**src/rtl/blc_pkg.sv**
```systemverilog
// Shared types and helpers for the black-level correction chain:
// FSM state enum, channel index constants and width/slice helpers.
package blc_pkg;

  typedef enum logic [0:0] {
    ACCUM   = 1'b0,
    PRESENT = 1'b1
  } state_t;

  // Channel indices within a packed {R,G,B} pixel (R in the MSBs)
  localparam int CH_R   = 2;
  localparam int CH_G   = 1;
  localparam int CH_B   = 0;
  localparam int NUM_CH = 3;

  // Accumulator width that holds 2^log2_samples full-scale samples without overflow
  function automatic int acc_width(input int data_width, input int log2_samples);
    return data_width + log2_samples;
  endfunction

  // LSB position of channel ch within a packed {R,G,B} bus
  function automatic int ch_lsb(input int ch, input int data_width);
    return ch * data_width;
  endfunction

endpackage

```
**src/rtl/blc_ob_channel_acc.sv**
```systemverilog
// Per-channel optical-black accumulator with averaging shift.
// BLC_OB_ROUND_EN selects round-half-up instead of truncation.
module blc_ob_channel_acc
  import blc_pkg::*;
#(
  parameter int DATA_WIDTH   = 12,
  parameter int LOG2_SAMPLES = 4
) (
  input  logic                  clock,
  input  logic                  reset,
  input  logic                  add_en,
  input  logic                  clr,
  input  logic [DATA_WIDTH-1:0] sample,
  output logic [DATA_WIDTH-1:0] avg
);

  localparam int AW = acc_width(DATA_WIDTH, LOG2_SAMPLES);

`ifdef BLC_OB_ROUND_EN
  localparam int unsigned ROUND_VAL = 32'd1 << (LOG2_SAMPLES - 1);
`else
  localparam int unsigned ROUND_VAL = 32'd0;
`endif

  logic [AW-1:0] acc_r;
  logic [AW-1:0] sum_s;
  logic [AW-1:0] rnd_s;

  // The final sample is folded in here, so the average is ready on the same edge
  assign sum_s = acc_r + AW'(sample);
  assign rnd_s = sum_s + AW'(ROUND_VAL);
  assign avg   = DATA_WIDTH'(rnd_s >> LOG2_SAMPLES);

  // Accumulator register: clear at window end, add on each non-final OB sample
  always_ff @(posedge clock or negedge reset) begin
    if (!reset) begin
      acc_r <= '0;
    end else if (clr) begin
      acc_r <= '0;
    end else if (add_en) begin
      acc_r <= sum_s;
    end else begin
      acc_r <= acc_r;
    end
  end

endmodule

```
**src/rtl/blc_ob_estimator.sv**
```systemverilog
// Black-level offset estimator: averages 2^LOG2_SAMPLES OB pixels per channel
// and presents the result with an insert/remove handshake (macro BLC_OB_ROUND_EN).
module blc_ob_estimator
  import blc_pkg::*;
#(
  parameter int DATA_WIDTH   = 12,
  parameter int LOG2_SAMPLES = 4
) (
  input  logic                    clock,
  input  logic                    reset,
  input  logic                    u_i_ready,
  input  logic                    u_r_ready,
  input  logic [3*DATA_WIDTH-1:0] data_in,
  input  logic                    ob_flag,
  output logic [3*DATA_WIDTH-1:0] offset_out,
  output logic                    i_i_ready,
  output logic                    i_r_ready,
  output logic [LOG2_SAMPLES-1:0] sample_cnt
);

  if (LOG2_SAMPLES < 1 || LOG2_SAMPLES > 8) begin : g_bad_log2
    $error("blc_ob_estimator: LOG2_SAMPLES must be in 1..8");
  end

  localparam logic [LOG2_SAMPLES-1:0] CNT_ONE  = LOG2_SAMPLES'(1);
  localparam logic [LOG2_SAMPLES-1:0] CNT_LAST = '1;

  state_t                                state_r;
  logic                                  i_i_ready_r;
  logic                                  i_r_ready_r;
  logic [LOG2_SAMPLES-1:0]               cnt_r;
  logic [NUM_CH-1:0][DATA_WIDTH-1:0]     offset_r;
  logic [NUM_CH-1:0][DATA_WIDTH-1:0]     avg_s;

  logic insert_s;
  logic remove_s;
  logic ob_ins_s;
  logic last_s;
  logic add_en_s;

  assign insert_s = u_i_ready && i_i_ready_r;
  assign remove_s = u_r_ready && i_r_ready_r;
  assign ob_ins_s = insert_s && ob_flag;
  assign last_s   = ob_ins_s && (cnt_r == CNT_LAST);
  assign add_en_s = ob_ins_s && !last_s;

  for (genvar c = CH_B; c <= CH_R; c++) begin : g_ch
    blc_ob_channel_acc #(
      .DATA_WIDTH  (DATA_WIDTH),
      .LOG2_SAMPLES(LOG2_SAMPLES)
    ) u_acc (
      .clock (clock),
      .reset (reset),
      .add_en(add_en_s),
      .clr   (last_s),
      .sample(data_in[ch_lsb(c, DATA_WIDTH) +: DATA_WIDTH]),
      .avg   (avg_s[c])
    );
  end

  // Window FSM, sample counter, handshake flags and the held offset
  always_ff @(posedge clock or negedge reset) begin
    if (!reset) begin
      state_r     <= ACCUM;
      i_i_ready_r <= 1'b1;
      i_r_ready_r <= 1'b0;
      cnt_r       <= '0;
      offset_r    <= '0;
    end else begin
      case (state_r)
        ACCUM: begin
          if (last_s) begin
            offset_r    <= avg_s;
            cnt_r       <= '0;
            state_r     <= PRESENT;
            i_i_ready_r <= 1'b0;
            i_r_ready_r <= 1'b1;
          end else if (ob_ins_s) begin
            cnt_r <= cnt_r + CNT_ONE;
          end else begin
            cnt_r <= cnt_r;
          end
        end
        PRESENT: begin
          if (remove_s) begin
            state_r     <= ACCUM;
            i_i_ready_r <= 1'b1;
            i_r_ready_r <= 1'b0;
          end else begin
            state_r <= PRESENT;
          end
        end
        default: begin
          state_r     <= ACCUM;
          i_i_ready_r <= 1'b1;
          i_r_ready_r <= 1'b0;
          cnt_r       <= '0;
        end
      endcase
    end
  end

  assign offset_out = offset_r;
  assign i_i_ready  = i_i_ready_r;
  assign i_r_ready  = i_r_ready_r;
  assign sample_cnt = cnt_r;

endmodule

```
**config.mk**
```make
export PLATFORM = sky130hd
export DESIGN_NAME = blc_ob_estimator
export DESIGN_NICKNAME = d
export VERILOG_FILES = /design/src/rtl/blc_pkg.sv /design/src/rtl/blc_ob_channel_acc.sv /design/src/rtl/blc_ob_estimator.sv
export SDC_FILE = /design/constraint.sdc
export NUM_CORES = 1
export LEC_CHECK = 0
export ABC_AREA = 1
export CAP_MARGIN = 0
export CORE_ASPECT_RATIO = 0.8
export CORE_MARGIN = 1
export CORE_UTILIZATION = 60
export CTS_CLUSTER_SIZE = 40
export DETAILED_ROUTE_END_ITERATION = 8
export HOLD_SLACK_MARGIN = 0.1
export PLACE_DENSITY_LB_ADDON = 0.2
export SYNTH_ARGS = -nofsm -noshare
export SYNTH_HDL_FRONTEND = slang
export SYNTH_HIERARCHICAL = 1
export SYNTH_SLANG_ARGS = --single-unit
```
**constraint.sdc**
```tcl
create_clock -name clock -period 2.8 [get_ports clock]
set_input_delay 0.28 -clock clock [delete_from_list [all_inputs] [get_ports clock]]
set_output_delay 0.28 -clock clock [all_outputs]
set_load 0.03 [all_outputs]
```
==> results.json <==
{
  "dr.first_iter.drc_count": 356,
  "ios": 83,
  "synth.top_cell.area_share_pct": 36.6,
  "grt_pass1_wl_um": 24800,
  "clock_path_buffers": 2,
  "grt.total_usage_pct": 30.0,
  "final-hold-violation-count": 0,
  "routedWlPerCell_um": 13.0,
  "critical_path_arrival_ns": 2.29,
  "yosys_most_used_dff": "dfrtp_1",
  "swShare_pct": 21.3,
  "clkPwrFrac_pct": 47.4,
  "synth_cell_type_count": 28,
  "path_buf_inv": 3,
  "hpwl_um": 10600,
  "synthesis.nets": 987,
  "cts_inserted_buffers": 9,
  "diodes": 0,
  "synthMuxAreaShare_pct": 0,
  "crit_fanout": 3,
  "place_congestion": 0.927,
  "synth_seq_cells": 91,
  "synth_edf_count": 0,
  "yosysWarningCount": 6,
  "drt-total-wl_um": 14800,
  "syn_area_mm2": 0.00616,
  "cts.clk_slew.worst_paths_ns": 0.06,
  "final_cells": 1136,
  "cp_data_required_time_ns": 3.03,
  "avgSynthCellArea_um2": 6.80,
  "fin_skew_ns": 0.00481,
  "timing.setup.tns_ns": 0,
  "cp_slowest_cell": "clkdlybuf4s50_1",
  "cp-start-kind": "input port",
  "post_cts_buffers": 0,
  "grt_max_degree": 45,
  "nNetsFinal": 1077,
  "async_reset_ff_share_pct": 100,
  "finalCriticalPeriod_ns": 2.06,
  "p_int_mw": 2.28,
  "synth_top_cell_by_area": "dfrtp_1",
  "synth-simple-area-share_pct": 39.2,
  "cp_cell_sequence": "clkdlybuf4s50_1 -> ha_1 -> inv_1 -> fa_1 -> inv_1 -> nand3_1 -> nand2_1 -> nand3_1 -> nand3_1 -> nand2_1 -> and2_1 -> nand2_1 -> nand2_1",
  "drv_slew": 0,
  "yosys-top-cells-area": "dfrtp_1 37%, nand2_1 25%, inv_1 8.0%",
  "power_density_mw_per_mm2": 387,
  "die_area_mm2": 0.0107,
  "die_width_um": 115,
  "status": "completed",
  "fill_cells": 757,
  "power_frac_seq_pct": 45.5,
  "path_common_cell": "nand2_1",
  "p_total_mw": 2.89,
  "coreArea_mm2": 0.00981,
  "p_switching_mw": 0.615,
  "seq_area_frac_synth_pct": 37.0,
  "viasPerCell": 5.10,
  "dpl_worst_slack_ns": 0.492,
  "setup_viol": 0,
  "max_slew_margin_pct": 61.4,
  "drt_pass1_iterations": 5,
  "hold_path.class": "in -> async",
  "ir_drop_v": 0.000279,
  "synth_compound_area_share_pct": 3.59,
  "start_util_pct": 62.8,
  "rows": 32,
  "critPathCaptureType": "flop",
  "rsz0062_at_grt": "no",
  "cap_violations": 0,
  "cts_num_sinks": 91,
  "synthCells": 906,
  "min_period_over_period_pct": 73.6,
  "area_growth_pct": 21.3,
  "overflow": 0,
  "r2r_start": "sample_cnt[0]$_DFFE_PN0P_",
  "hold_ws_ns": 0.467,
  "grt_pass1_vias": 5494,
  "root_buffer": "clkbuf_16",
  "tightestPinTransition_ns": 0.579,
  "slowest_delay_ns": 0.46,
  "dp.cells": 1120,
  "cts_tree": "done",
  "vias": 5793,
  "worst_slack_ns": 0.739,
  "drcViolationCount": 0,
  "synth_xor_area_share_pct": 2.27,
  "antenna_found_initial": 0,
  "antenna_left": 0,
  "synth_top_family_by_area": "simple AND/OR/NAND/NOR gates",
  "criticalPathCategory": "in -> reg",
  "drive_gt1_share_pct": 5.00,
  "worstSetupStartpoint": "data_in[24]",
  "chipHeight_um": 92.6,
  "cts-htree-levels": 3,
  "clk_latency_ns": 0.34,
  "synth-adder-area-share_pct": 8.49,
  "power.share.combinational_pct": 7.1,
  "port-buffer-count": 82,
  "critPathTopFamily": "simple AND/OR/NAND/NOR gates",
  "leakage_nw": 4.22,
  "fmax_mhz": 485
}
metrics by stage:
| step | util [%] | cell area [um^2] |
|---|---|---|
| final | 76.2 | 7470 |
| after global routing | 76.2 | 7470 |
| after CTS | 76.2 | 7470 |
| after detailed placement | 72.7 | 7130 |
| after global placement | 72.7 | 7130 |
| after floorplan | - | 6160 |
Yosys cell counts, drive strengths merged, types with 8 or more instances:
cell	count
buf	8
and2	30
dfrtp	90
nand3	55
inv	131
a21oi	22
ha	37
o21ai	17
nor3	9
nand2	422
xor2	9
nor2	41
placed cells by master (no fill, tap or decap), types with 4 or more instances in the layout:
cell type	Yosys	layout
nand2_1	412	412
inv_1	131	131
dfrtp_1	90	90
clkdlybuf4s50_1	0	81
nand3_1	51	51
nor2_1	40	40
ha_1	37	37
and2_1	24	24
a21oi_1	22	22
o21ai_0	17	17
nand2_2	10	10
buf_4	6	10
clkbuf_16	0	9
nor3_1	9	9
xor2_1	9	9
xnor2_1	7	7
nand4_1	6	6
nand3_2	4	4
flip-flops by register name (all words and copies together) (netlist names):
signal            flops
g_ch.u_acc/acc_r     48
offset_out           36
sample_cnt            4
i_i_ready             1
i_r_ready             1
state_r               1
layout make-up:
cell class / instances / area (um^2) / area share, %
multi-input combinational: 670 / 3300 / 44.2
sequential: 91 / 2280 / 30.5
timing repair buffer: 92 / 896 / 12.0
inverter: 132 / 497 / 6.65
clock buffer: 10 / 229 / 3.06
tap: 136 / 170 / 2.28
clock inverter: 5 / 103 / 1.37
worst paths after layout:
kind                                                      end  slack (ns)  depth (start not counted)
max reg2reg                g_ch[2].u_acc/acc_r[2]$_DFFE_PN0P_        0.77                          9
min in group clock                  offset_out[2]$_DFFE_PN0P_        0.48                          2
max in group asynchronous  g_ch[2].u_acc/acc_r[8]$_DFFE_PN0P_        1.57                          3
min reg2reg                         offset_out[2]$_DFFE_PN0P_        0.48                          2
min                        g_ch[0].u_acc/acc_r[5]$_DFFE_PN0P_        0.47                          2
max                                offset_out[32]$_DFFE_PN0P_        0.74                         13
logic make-up after synthesis:
family                   after synthesis
AND/OR/NAND/NOR                      572
buffers and inverters                145
flip-flops                            91
AO/OA/AOI/OAI                         42
adder cells (fa/ha/maj)               40
XOR/XNOR                              16
layer usage:
layer | up-vias | global-route usage (%) | share of wire (%)
met3 | 20 | 6.35 | 6.0
met1 | 2658 | 40.2 | 47
met5 | - | 0 | 0
li1 | 2947 | - | -
met2 | 168 | 48.6 | 45
met4 | 0 | 9.52 | 1.7
worst register-to-register path, stage by stage, from the launching register on:
cell     delay, ns
dfrtp_1       0.45
ha_1          0.27
nand3_1       0.15
inv_1         0.08
nor2_1        0.31
inv_1         0.07
nor2_1        0.09
buf_4         0.24
inv_1         0.11
o21ai_0       0.18
power by group through the flow:
stage / combinational [mW] / sequential, mW / clock, mW
3_5_place_dp: 0.203 / 1.34 / 0
6_report: 0.205 / 1.31 / 1.37
3_3_place_gp: 0.201 / 1.34 / 0
2_1_floorplan: 0.0940 / 1.34 / 0
4_1_cts: 0.206 / 1.31 / 1.40
5_1_grt: 0.230 / 1.31 / 1.44
what timing repair did:
| item | in CTS | in global routing |
|---|---|---|
| endpoints found under the hold margin | 41 | 0 |
| resized for setup | 0 | 0 |
| hold buffers | 1 | 0 |
No activity file was read; power rests on OpenSTA's default activity.
